**src/rtl/afpm_byte_sequencer_if.sv**
```systemverilog
// ---------------------------------------------------------------------------
// afpm_byte_sequencer_if
//   Bundles the pad-side byte stream, the multiplier-core handshake and the
//   status flags of afpm_byte_sequencer.
//
//   Pad side   : in_valid, a_byte, b_byte  -> sequencer
//                out_byte, out_valid, out_last <- sequencer
//   Core side  : core_a, core_b, core_start <- sequencer
//                core_done, core_result      -> sequencer
//   Status     : busy, timeout_err, overrun  <- sequencer
//
//   slave  : the sequencer itself.
//   master : whatever drives the pads and models the core (pad ring / bench).
// ---------------------------------------------------------------------------
interface afpm_byte_sequencer_if #(
    parameter int OP_W = 16
);
    logic            in_valid;
    logic [7:0]      a_byte;
    logic [7:0]      b_byte;
    logic [OP_W-1:0] core_a;
    logic [OP_W-1:0] core_b;
    logic            core_start;
    logic            core_done;
    logic [OP_W-1:0] core_result;
    logic [7:0]      out_byte;
    logic            out_valid;
    logic            out_last;
    logic            busy;
    logic            timeout_err;
    logic            overrun;

    modport slave (
        input  in_valid, a_byte, b_byte, core_done, core_result,
        output core_a, core_b, core_start, out_byte, out_valid, out_last,
               busy, timeout_err, overrun
    );

    modport master (
        output in_valid, a_byte, b_byte, core_done, core_result,
        input  core_a, core_b, core_start, out_byte, out_valid, out_last,
               busy, timeout_err, overrun
    );
endinterface

```
**src/rtl/afpm_byte_sequencer.sv**
```systemverilog
// ---------------------------------------------------------------------------
// afpm_byte_sequencer
//   Frame controller between the byte-wide pads and the 16-bit logarithmic
//   approximate FP multiplier core. Gathers operands A and B byte-serially
//   (low byte first), pulses core_start, waits for core_done under a timeout
//   guard and streams the result back low byte first. Holds every operand and
//   result register so the core can remain pure datapath.
//
//   Ports
//     clk    : system clock, rising edge
//     rst_n  : asynchronous active-low reset
//     ena    : design enable; low freezes all state and masks pulses
//     bus    : afpm_byte_sequencer_if.slave
//              in_valid/a_byte/b_byte  operand bytes in
//              core_a/core_b/core_start operands and start pulse to core
//              core_done/core_result   core completion and product
//              out_byte/out_valid/out_last result byte stream out
//              busy/timeout_err/overrun status flags
// ---------------------------------------------------------------------------
module afpm_byte_sequencer #(
    parameter int              OP_W    = 16,
    parameter int              NBYTES  = OP_W / 8,
    parameter int              TIMEOUT = 15,
    parameter logic [OP_W-1:0] NAN_VAL = OP_W'(16'h7E00)
) (
    input  logic                 clk,
    input  logic                 rst_n,
    input  logic                 ena,
    afpm_byte_sequencer_if.slave bus
);

    localparam int CNT_W = (NBYTES > 1) ? $clog2(NBYTES) : 1;
    localparam int TMR_W = $clog2(TIMEOUT + 1);

    localparam logic [CNT_W-1:0] LAST_LANE  = CNT_W'(NBYTES - 1);
    // timer counts completed RUN cycles; the cycle that sees this value is
    // the TIMEOUT-th RUN cycle and the last one allowed to wait.
    localparam logic [TMR_W-1:0] TIMER_LAST = TMR_W'(TIMEOUT - 1);

    typedef enum logic [1:0] {
        S_IDLE,
        S_LOAD,
        S_RUN,
        S_SEND
    } state_t;

    state_t          state_q,       state_d;
    logic [CNT_W-1:0] byte_cnt_q,   byte_cnt_d;
    logic [TMR_W-1:0] timer_q,      timer_d;
    logic [OP_W-1:0]  core_a_q,     core_a_d;
    logic [OP_W-1:0]  core_b_q,     core_b_d;
    logic [OP_W-1:0]  result_q,     result_d;
    logic             start_q,      start_d;
    logic [7:0]       out_byte_q,   out_byte_d;
    logic             timeout_err_q, timeout_err_d;
    logic             overrun_q,    overrun_d;

    logic [7:0]       res_lane;

    // Result byte currently addressed by byte_cnt (meaningful in SEND).
    assign res_lane = result_q[8*byte_cnt_q +: 8];

    always_ff @(posedge clk or negedge rst_n) begin
        if (!rst_n) begin
            state_q       <= S_IDLE;
            byte_cnt_q    <= '0;
            timer_q       <= '0;
            core_a_q      <= '0;
            core_b_q      <= '0;
            result_q      <= '0;
            start_q       <= 1'b0;
            out_byte_q    <= '0;
            timeout_err_q <= 1'b0;
            overrun_q     <= 1'b0;
        end else if (ena) begin
            state_q       <= state_d;
            byte_cnt_q    <= byte_cnt_d;
            timer_q       <= timer_d;
            core_a_q      <= core_a_d;
            core_b_q      <= core_b_d;
            result_q      <= result_d;
            start_q       <= start_d;
            out_byte_q    <= out_byte_d;
            timeout_err_q <= timeout_err_d;
            overrun_q     <= overrun_d;
        end
    end

    always_comb begin
        state_d       = state_q;
        byte_cnt_d    = byte_cnt_q;
        timer_d       = timer_q;
        core_a_d      = core_a_q;
        core_b_d      = core_b_q;
        result_d      = result_q;
        start_d       = 1'b0;
        out_byte_d    = out_byte_q;
        timeout_err_d = timeout_err_q;
        overrun_d     = overrun_q;

        case (state_q)
            S_IDLE: begin
                if (bus.in_valid) begin
                    core_a_d[7:0] = bus.a_byte;
                    core_b_d[7:0] = bus.b_byte;
                    timeout_err_d = 1'b0;
                    timer_d       = '0;
                    if (NBYTES == 1) begin
                        byte_cnt_d = '0;
                        start_d    = 1'b1;
                        state_d    = S_RUN;
                    end else begin
                        byte_cnt_d = CNT_W'(1);
                        state_d    = S_LOAD;
                    end
                end
            end

            S_LOAD: begin
                if (bus.in_valid) begin
                    core_a_d[8*byte_cnt_q +: 8] = bus.a_byte;
                    core_b_d[8*byte_cnt_q +: 8] = bus.b_byte;
                    if (byte_cnt_q == LAST_LANE) begin
                        byte_cnt_d = '0;
                        timer_d    = '0;
                        start_d    = 1'b1;
                        state_d    = S_RUN;
                    end else begin
                        byte_cnt_d = byte_cnt_q + 1'b1;
                    end
                end
            end

            S_RUN: begin
                if (bus.in_valid) begin
                    overrun_d = 1'b1;
                end
                // core_done is checked first so it wins a coincident timeout.
                if (bus.core_done) begin
                    result_d   = bus.core_result;
                    byte_cnt_d = '0;
                    timer_d    = '0;
                    state_d    = S_SEND;
                end else if (timer_q == TIMER_LAST) begin
                    result_d      = NAN_VAL;
                    timeout_err_d = 1'b1;
                    byte_cnt_d    = '0;
                    timer_d       = '0;
                    state_d       = S_SEND;
                end else begin
                    timer_d = timer_q + 1'b1;
                end
            end

            S_SEND: begin
                if (bus.in_valid) begin
                    overrun_d = 1'b1;
                end
                // Remember the byte just shown so out_byte holds it after SEND.
                out_byte_d = res_lane;
                if (byte_cnt_q == LAST_LANE) begin
                    byte_cnt_d = '0;
                    state_d    = S_IDLE;
                end else begin
                    byte_cnt_d = byte_cnt_q + 1'b1;
                end
            end

            default: begin
                state_d = S_IDLE;
            end
        endcase
    end

    // Pulses are masked by ena so a frozen design never emits a strobe.
    assign bus.core_a      = core_a_q;
    assign bus.core_b      = core_b_q;
    assign bus.core_start  = start_q & ena;
    assign bus.out_valid   = ena & (state_q == S_SEND);
    assign bus.out_last    = ena & (state_q == S_SEND) & (byte_cnt_q == LAST_LANE);
    assign bus.out_byte    = (state_q == S_SEND) ? res_lane : out_byte_q;
    assign bus.busy        = (state_q != S_IDLE);
    assign bus.timeout_err = timeout_err_q;
    assign bus.overrun     = overrun_q;

endmodule

```
**src/flat_wrapper.sv**
```systemverilog
// flat-port wrapper written by rule: the top's interface ports become plain ports
module afpm_byte_sequencer_flat 
#(
    parameter int              OP_W    = 16,
    parameter int              NBYTES  = OP_W / 8,
    parameter int              TIMEOUT = 15,
    parameter logic [OP_W-1:0] NAN_VAL = OP_W'(16'h7E00)
)
  (clk, rst_n, ena, bus_in_valid, bus_a_byte, bus_b_byte, bus_core_done, bus_core_result, bus_core_a, bus_core_b, bus_core_start, bus_out_byte, bus_out_valid, bus_out_last, bus_busy, bus_timeout_err, bus_overrun);
  afpm_byte_sequencer_if #(.OP_W(OP_W)) bus_i ();
  input  logic clk;
  input  logic rst_n;
  input  logic ena;
  input wire logic [$bits(bus_i.in_valid)-1:0] bus_in_valid;
  input wire logic [$bits(bus_i.a_byte)-1:0] bus_a_byte;
  input wire logic [$bits(bus_i.b_byte)-1:0] bus_b_byte;
  input wire logic [$bits(bus_i.core_done)-1:0] bus_core_done;
  input wire logic [$bits(bus_i.core_result)-1:0] bus_core_result;
  output wire logic [$bits(bus_i.core_a)-1:0] bus_core_a;
  output wire logic [$bits(bus_i.core_b)-1:0] bus_core_b;
  output wire logic [$bits(bus_i.core_start)-1:0] bus_core_start;
  output wire logic [$bits(bus_i.out_byte)-1:0] bus_out_byte;
  output wire logic [$bits(bus_i.out_valid)-1:0] bus_out_valid;
  output wire logic [$bits(bus_i.out_last)-1:0] bus_out_last;
  output wire logic [$bits(bus_i.busy)-1:0] bus_busy;
  output wire logic [$bits(bus_i.timeout_err)-1:0] bus_timeout_err;
  output wire logic [$bits(bus_i.overrun)-1:0] bus_overrun;
  assign bus_i.in_valid = bus_in_valid;
  assign bus_i.a_byte = bus_a_byte;
  assign bus_i.b_byte = bus_b_byte;
  assign bus_i.core_done = bus_core_done;
  assign bus_i.core_result = bus_core_result;
  assign bus_core_a = bus_i.core_a;
  assign bus_core_b = bus_i.core_b;
  assign bus_core_start = bus_i.core_start;
  assign bus_out_byte = bus_i.out_byte;
  assign bus_out_valid = bus_i.out_valid;
  assign bus_out_last = bus_i.out_last;
  assign bus_busy = bus_i.busy;
  assign bus_timeout_err = bus_i.timeout_err;
  assign bus_overrun = bus_i.overrun;
  afpm_byte_sequencer #(.OP_W(OP_W), .NBYTES(NBYTES), .TIMEOUT(TIMEOUT), .NAN_VAL(NAN_VAL)) u_core (.clk(clk), .rst_n(rst_n), .ena(ena), .bus(bus_i));
endmodule
```
**config.mk**
```make
export PLATFORM = sky130hd
export DESIGN_NAME = afpm_byte_sequencer_flat
export DESIGN_NICKNAME = d
export VERILOG_FILES = /design/src/rtl/afpm_byte_sequencer_if.sv /design/src/rtl/afpm_byte_sequencer.sv /design/src/flat_wrapper.sv
export SDC_FILE = /design/constraint.sdc
export NUM_CORES = 1
export LEC_CHECK = 0
export CORE_MARGIN = 1
export CORE_UTILIZATION = 51
export CTS_CLUSTER_SIZE = 20
export DETAILED_ROUTE_END_ITERATION = 8
export MAX_ROUTING_LAYER = met4
export PLACE_DENSITY = 0.91
export SYNTH_ARGS = -nofsm -noshare
export SYNTH_HDL_FRONTEND = slang
export SYNTH_SLANG_ARGS = --single-unit
export TNS_END_PERCENT = 1
```
**constraint.sdc**
```tcl
create_clock -name clk -period 3.3 [get_ports clk]
set_clock_uncertainty 0.15 [all_clocks]
set_input_delay 0.66 -clock clk [delete_from_list [all_inputs] [get_ports clk]]
set_output_delay 0.66 -clock clk [all_outputs]
set_load 0.02 [all_outputs]
```
Yosys cells after proc, flatten, opt, wreduce, memory -nomap -nowiden --
Index checks and enable logic that the tools add are counted.
Storage, ports and cells: register bits 66, input port bits 37, output and inout bits 46, word-level logic and storage cells 85
Cells by class: add/sub/neg operators 3, eq/ne operators 11, shift operators 4, muxes and demuxes 37, bitwise gates (word level) 3, reductions and logical operators 15
Operator list (number):
- $shiftx A8 B34 Y16 | 2
- $mux W8 | 5
- $neg A4 Y34 | 1
- $shift A8 B34 Y16 const A | 1
- $bwmux W16 | 2
- $mux W16 | 2
- $pmux W8 S2 | 2
- $mux W4 | 5
- $shiftx A16 B5 Y8 | 1
- $mux W2 | 6
- $pmux W4 S3 | 1
- $mux W1 | 11
- $reduce_and A5 Y1 | 2
- $reduce_and A3 Y1 | 3
- $pmux W2 S4 | 1
- $reduce_and A4 Y1 | 2
- $reduce_bool A2 Y1 | 4
- $ne A2 B1 Y1 const B | 3
- $ne A2 B2 Y1 const B | 3
- $reduce_and A6 Y1 | 1
- $add A4 B1 Y4 const B | 1
- $eq A2 B2 Y1 const B | 2
- $eq A4 B4 Y1 const B | 1
- $pmux W1 S4 | 1
- 8 further kinds | 10

Longest topological paths before layout --
Gate-level depths: netlist (run 1).
depth after elaboration 5, depth in mapped cells 7, gate-level depth less buffers 6

Worst setup path after synthesis (run 1) --
No wires, ideal clock.
path type register -> output, start register u_core.state_q[0], end output bus_out_byte[5], data arrival time 1.449 ns, setup slack 1.041 ns, cell stages (with the launch flop) 6, path buffers 2, path through dfrtp_1 > ha_1 > buf_2 > clkbuf_1 > nor2_1 > a21oi_1
On the way: cells in the longest elaborated chain, start to end 2
RTL lines:
- start, declared | line afpm_byte_sequencer.sv:47 | state_t state_q, state_d;
- start signal, assigned | line afpm_byte_sequencer.sv:76 | state_q <= state_d;
- $eq A2 B2 Y1 | line afpm_byte_sequencer.sv:181 | assign bus.out_byte = (state_q == S_SEND) ? res_lane : out_byte_q;
- $mux W8 | line afpm_byte_sequencer.sv:181
- end, declared | line flat_wrapper.sv:22 | output wire logic [$bits(bus_i.out_byte)-1:0] bus_out_byte;
No other way between the ends.

Worst setup path in the final report (run 1) --
start register u_core.state_q[0], end output bus_out_byte[2]
Same word-level chain as after synthesis.

==> results of run 1 <==
worst reg2reg max path, cell delays in order (launching register included):
cell	delay, ns
dfrtp_1	0.79
nand4_2	0.65
mux2_2	0.50
metal layers:
layer / track usage (%) / share of wire (%) / vias up
li1: - / - / 981
met1: 30.1 / 43 / 1059
met2: 41.9 / 52 / 60
met3: 5.29 / 3.7 / 11
met4: 8.68 / 1.7 / 0
met5: - / 0 / -
worst paths after layout:
path,startpoint,to,slack (ns),cells past startpoint
max,u_core.state_q[0],bus_out_byte[2],0.16,4
min,rst_n,u_core.bus.core_b[0],-0.003,1
max reg2reg,u_core.byte_cnt_q,u_core.bus.core_a[13],1.08,2
min reg2reg,u_core.result_q[15],u_core.result_q[15],0.35,1
max in group asynchronous,rst_n,u_core.result_q[1],2.04,2
min in group clk,u_core.result_q[15],u_core.result_q[15],0.35,1
cell families (layout without fill, tap and decap cells):
logic type,after synthesis,after routing,share of synthesized area (%)
AOI/OAI and AO/OA,50,50,12.1
adders and majority gates,7,7,3.02
DFF,66,66,56.9
muxes,43,43,17.6
and+or+nand+nor,43,43,7.20
buffers and inverters,18,108,3.19
state kept, by name, summed over array words and instances (netlist names):
register / count
u_core.bus.core_b: 16
u_core.bus.core_a: 16
u_core.byte_cnt_q: 1
u_core.bus.overrun: 1
u_core.timer_q: 4
u_core.out_byte_q: 8
u_core.result_q: 16
u_core.state_q: 2
u_core.start_q: 1
u_core.bus.timeout_err: 1
area by class of cell:
cell class              instances  area [um^2]  share of cell area [%]
clock buffers                  12          145                    3.62
clock inverters                 4         98.8                    2.47
inverters                       7         26.3                   0.655
multi-input cells             143         1160                    28.9
flip-flops and latches         66         1650                    41.2
well taps                      72         90.1                    2.25
repair buffers                 85          838                    20.9
metrics by stage:
stage | utilization (%) | area (um^2) | hold slack [ns] | worst slack, ns | std cells
global route | 72.8 | 4010 | 0.00598 | 0.0302 | 389
global placement | 68.4 | 3760 | 0.318 | 0.313 | 373
finish | 72.8 | 4010 | -0.00264 | 0.164 | 389
floorplan | - | 2900 | 0.214 | 1.04 | 227
CTS | 72.8 | 4010 | 0.000375 | 0.185 | 389
detailed placement | 68.4 | 3760 | 0.315 | 0.293 | 373
report_power, final:
part	internal (mW)	leakage (nW)	switching, mW
combinational	1.01	0.851	0.946
sequential	1.18	0.796	0.269
clock	0.525	0.121	0.316
layout by cell type, fill, tap and decap left out, types with 2 or more instances in the layout:
master / netlist / routed
o22a_1: 6 / 6
mux2_2: 25 / 25
clkdlybuf4s50_1: 0 / 81
o2bb2ai_1: 2 / 2
a22o_1: 10 / 10
o21ai_0: 5 / 5
mux2i_1: 8 / 8
and3_1: 4 / 4
bufinv_16: 0 / 3
buf_4: 0 / 3
or2_2: 2 / 2
clkbuf_1: 3 / 2
a21oi_1: 20 / 20
inv_1: 7 / 7
nand2_1: 2 / 2
and2_1: 2 / 2
nor2_1: 26 / 26
o221ai_1: 3 / 3
or3b_2: 2 / 2
ha_1: 7 / 7
mux2_4: 10 / 10
dfrtp_1: 66 / 66
clkbuf_8: 0 / 10
==> impl_metrics.env, run 1 <==
export IMPL_cp_slowest_cell="clkdlybuf4s50_1"
export IMPL_grt_pass1_vias=2203
export IMPL_vias_per_cell=5.43
export IMPL_fillers=360
export IMPL_synthesis_area_um2=2900
export IMPL_numClockSinks=66
export IMPL_diodes=0
export IMPL_syn_inst=227
export IMPL_synth_distinct_cells=30
export IMPL_hold_class="in -> async"
export IMPL_place_congestion=0.809
export IMPL_hold_viol=2
export IMPL_crit_arrival_ns=2.33
export IMPL_fin_hold_ws_ns=-0.00264
export IMPL_root_buffer="clkbuf_8"
export IMPL_rows=27
export IMPL_cp_slowest_stage_delay_ns=0.63
export IMPL_setup_violations=0
export IMPL_die_w_um=77.4
export IMPL_syn_nets=271
export IMPL_async_flop_share_pct=100
export IMPL_maxSlewViolCount=0
export IMPL_worstPathCellList="ha_1 -> nor2_1 -> a21oi_1 -> clkdlybuf4s50_1"
export IMPL_cts_made_buffers=9
export IMPL_drt_iter0_drc=101
export IMPL_antenna_found_initial=0
export IMPL_htreeDepth=3
export IMPL_port_buffers=82
export IMPL_p_leak_nw=1.77
export IMPL_yosys_warnings=0
export IMPL_remaining_drc_errors=0
export IMPL_violations="hold timing"
export IMPL_drive_gt1_share_pct=18.9
export IMPL_die_area_um2=6000
export IMPL_ir_drop_uv=637
export IMPL_cts_tree="done"
export IMPL_synth_top_area_share_pct=56.9
export IMPL_finalSetupTns_ns=0
export IMPL_overflow=0
export IMPL_netlist_top_cells_count="dfrtp_1 (66), nor2_1 (26), mux2_2 (25), a21oi_1 (20)"
export IMPL_rsz0062_at_grt="no"
export IMPL_ctsResizeCount=0
export IMPL_worst_ep_required_time_ns=2.49
export IMPL_first_pass_iters=4
export IMPL_critical_path_class="reg -> out"
export IMPL_yosysMostFrequentCell="dfrtp_1"
export IMPL_post_cts_buffers=0
export IMPL_num_vias=2111
export IMPL_synth_edff_count=0
export IMPL_outcome="complete, but fails checks"
export IMPL_ys_ff_latch=66
export IMPL_powerDensity_nw_per_um2=1060
export IMPL_critical_path_buf_inv_count=1
export IMPL_initial_core_util_pct=52.7
export IMPL_max_freq_ghz=0.319
export IMPL_syn_to_final_growth_pct=38.1
export IMPL_boundaryPins=83
export IMPL_clk_latency_ns=0.34
export IMPL_cts_max_path_buffers=2
export IMPL_grt_use_total_pct=25.0
export IMPL_cts_hold_buf=0
export IMPL_cap_violations=0
export IMPL_critPathMaxFanout=19
export IMPL_cp_top_family="buffers and inverters"
export IMPL_yosysTopAreaCell="dfrtp_1"
export IMPL_wl_um=6770
export IMPL_grt_pass1_wl_um=11000
export IMPL_startpoint_type="flip-flop"
export IMPL_grt_max_degree=58
export IMPL_syn_mean_instance_area_um2=12.8
export IMPL_endpoint_kind="output pin"
export IMPL_core_um2=5510
export IMPL_ys_seq_area_share_pct=56.9
export IMPL_fp_dieH_um=77.4
export IMPL_power_mw=4.24
export IMPL_yosys_most_used_dff="dfrtp_1"
export IMPL_dp_hpwl_um=4540
export IMPL_min_period_ns=3.14
export IMPL_drtAntennaViolNets=0
export IMPL_slew_headroom_pct=52.7
export IMPL_layout_nets=356
export IMPL_cts_reportedPaths_clkPinSlew_ns=0.08
export IMPL_wire_per_inst_um=17.4
export IMPL_period_share_pct=95.0
export IMPL_worstMarginPinSlew_ns=0.709
export IMPL_synth_area_leaders="dfrtp_1 (57%), mux2_2 (9.7%), mux2_4 (5.2%)"
(Power assumes the default switching activity.)
==> run 2: changes to the inputs <==
--- a/config.mk
+++ b/config.mk
@@ -9,7 +9,6 @@
 export CORE_UTILIZATION = 51
 export CTS_CLUSTER_SIZE = 20
 export DETAILED_ROUTE_END_ITERATION = 8
-export MAX_ROUTING_LAYER = met4
 export PLACE_DENSITY = 0.91
 export SYNTH_ARGS = -nofsm -noshare
 export SYNTH_HDL_FRONTEND = slang
==> run 2 against run 1 <==
  * The run still ends with hold timing left
  * First-iteration DRC count grew 4.0%
  * Maximum frequency grew 0.31%
  * Count of clock-buffer cells in the layout is the same
  * Largest cell class unchanged
  * Worst setup slack gained 0.0098 ns
  * Clock power is essentially flat
  * Cell count is the same
  * Sequential power is essentially flat
  * Via count shrank 0.47%
  * Sequential cell count is the same
  * Combinational power is essentially flat
  * Non-clock buffer count is the same
==> impl_metrics.env, run 2 (same netlist as run 1, synthesis figures left out) <==
export IMPL_cp_slowest_cell="clkdlybuf4s50_1"
export IMPL_place_congestion=0.797
export IMPL_p_leak_nw=1.77
export IMPL_dp_hpwl_um=4540
export IMPL_wl_um=6750
export IMPL_fin_hold_ws_ns=-0.00205
export IMPL_max_freq_ghz=0.320
export IMPL_place_inst=373
export IMPL_port_buffers=82
export IMPL_critical_path_class="reg -> out"
export IMPL_cts_tree="done"
export IMPL_drtAntennaViolNets=0
export IMPL_rsz0062_at_grt="no"
export IMPL_root_buffer="clkbuf_8"
export IMPL_wire_per_inst_um=17.3
export IMPL_post_cts_buffers=0
export IMPL_powerDensity_nw_per_um2=1060
export IMPL_critical_path_buf_inv_count=1
export IMPL_layout_nets=356
export IMPL_clk_latency_ns=0.34
export IMPL_cp_slowest_stage_delay_ns=0.63
export IMPL_cts_max_path_buffers=2
export IMPL_die_area_um2=6000
export IMPL_overflow=0
export IMPL_slew_headroom_pct=52.8
export IMPL_num_vias=2101
export IMPL_first_pass_iters=4
export IMPL_ctsResizeCount=0
export IMPL_violations="hold timing"
export IMPL_diodes=0
export IMPL_startpoint_type="flip-flop"
export IMPL_path_depth=4
export IMPL_critPathMaxFanout=19
export IMPL_ir_drop_uv=636
export IMPL_hold_viol=2
export IMPL_worstPathCellList="ha_1 -> nor2_1 -> a21oi_1 -> clkdlybuf4s50_1"
export IMPL_dr_wl_met3_um=265
export IMPL_ff2ff_path_depth=2
export IMPL_worstMarginPinSlew_ns=0.708
export IMPL_power_mw=4.24
export IMPL_crit_arrival_ns=2.32
export IMPL_cp_top_family="buffers and inverters"
export IMPL_crit_path_start="u_core.state_q[0]"
export IMPL_drive_gt1_share_pct=18.9
export IMPL_wl_met1_um=2900
export IMPL_setup_violations=0
export IMPL_highest_layer="met4"
export IMPL_boundaryPins=83
export IMPL_cts_reportedPaths_clkPinSlew_ns=0.08
export IMPL_drt_iter0_drc=105
export IMPL_cts_made_buffers=9
export IMPL_grt_max_degree=58
export IMPL_met2_length_um=3470
export IMPL_hold_class="in -> async"
export IMPL_rows=27
export IMPL_antenna_found_initial=0
export IMPL_r2r_start="u_core.byte_cnt_q"
export IMPL_cts_hold_buf=0
export IMPL_fin_cells=389
export IMPL_grt_use_total_pct=24.4
export IMPL_layout_commonest_cell="clkdlybuf4s50_1"
export IMPL_core_um2=5510
export IMPL_final_cell_mix="clkdlybuf4s50_1 (81), dfrtp_1 (66), nor2_1 (26)"
export IMPL_numClockSinks=66
export IMPL_grt_pass1_vias=2199
export IMPL_cap_violations=0
export IMPL_die_w_um=77.4
export IMPL_vias_per_cell=5.40
export IMPL_min_period_ns=3.13
export IMPL_initial_core_util_pct=52.7
export IMPL_fp_dieH_um=77.4
export IMPL_grt_pass1_wl_um=11000
export IMPL_fillers=360
export IMPL_fin_area_um2=4010
export IMPL_placed_cell_area_um2=3760
export IMPL_remaining_drc_errors=0
export IMPL_syn_to_final_growth_pct=38.1
export IMPL_worst_ep_required_time_ns=2.49
export IMPL_r2r_slack_ns=1.09
export IMPL_finalSetupTns_ns=0
export IMPL_htreeDepth=3
export IMPL_period_share_pct=94.7
export IMPL_endpoint_kind="output pin"
export IMPL_maxSlewViolCount=0
export IMPL_outcome="complete, but fails checks"
[run 2: per-stage QoR]
step | util [%] | hold WS, ns | setup slack (ns)
after floorplan | - | 0.214 | 1.04
after global placement | 68.4 | 0.318 | 0.313
after detailed placement | 68.4 | 0.315 | 0.293
after CTS | 72.8 | 0.000375 | 0.185
after global routing | 72.8 | 0.00598 | 0.0302
final | 72.8 | -0.00205 | 0.173
[run 2: worst paths after layout]
kind / endpoint
max reg2reg: u_core.bus.core_a[13]
max: bus_out_byte[2]
max in group asynchronous: u_core.out_byte_q[4]
min: u_core.bus.core_b[0]
min in group clk: u_core.result_q[15]
min reg2reg: u_core.result_q[15]
[run 2: routing by layer]
layer / GRT usage, % / vias to the layer above
li1: - / 979
met1: 30.2 / 1053
met2: 41.9 / 59
met3: 5.29 / 10
met4: 8.68 / 0
met5: 0 / -
[run 2: power by group]
group	internal, mW	switching, mW	leakage, nW	total [mW]
Clock	0.525	0.314	0.121	0.839
Combinational	1.01	0.946	0.851	1.95
Sequential	1.18	0.269	0.796	1.45
Total	2.71	1.53	1.77	4.24
[run 2: layout make-up]
type	count	area (um^2)	area share, %
well taps	72	90.1	2.25
clock inverters	4	98.8	2.47
repair buffers	85	838	20.9
clock buffers	12	145	3.62
flip-flops and latches	66	1650	41.2
multi-input cells	143	1160	28.9
inverters	7	26.3	0.655
==> run 3: changes to the inputs <==
--- a/config.mk
+++ b/config.mk
@@ -9,6 +9,7 @@
 export CORE_UTILIZATION = 51
 export CTS_CLUSTER_SIZE = 20
 export DETAILED_ROUTE_END_ITERATION = 8
+export GPL_ROUTABILITY_DRIVEN = 0
 export PLACE_DENSITY = 0.91
 export SYNTH_ARGS = -nofsm -noshare
 export SYNTH_HDL_FRONTEND = slang
==> results of run 3 <==
No change in the layout: final DEF, timing and power equal those of run 2.
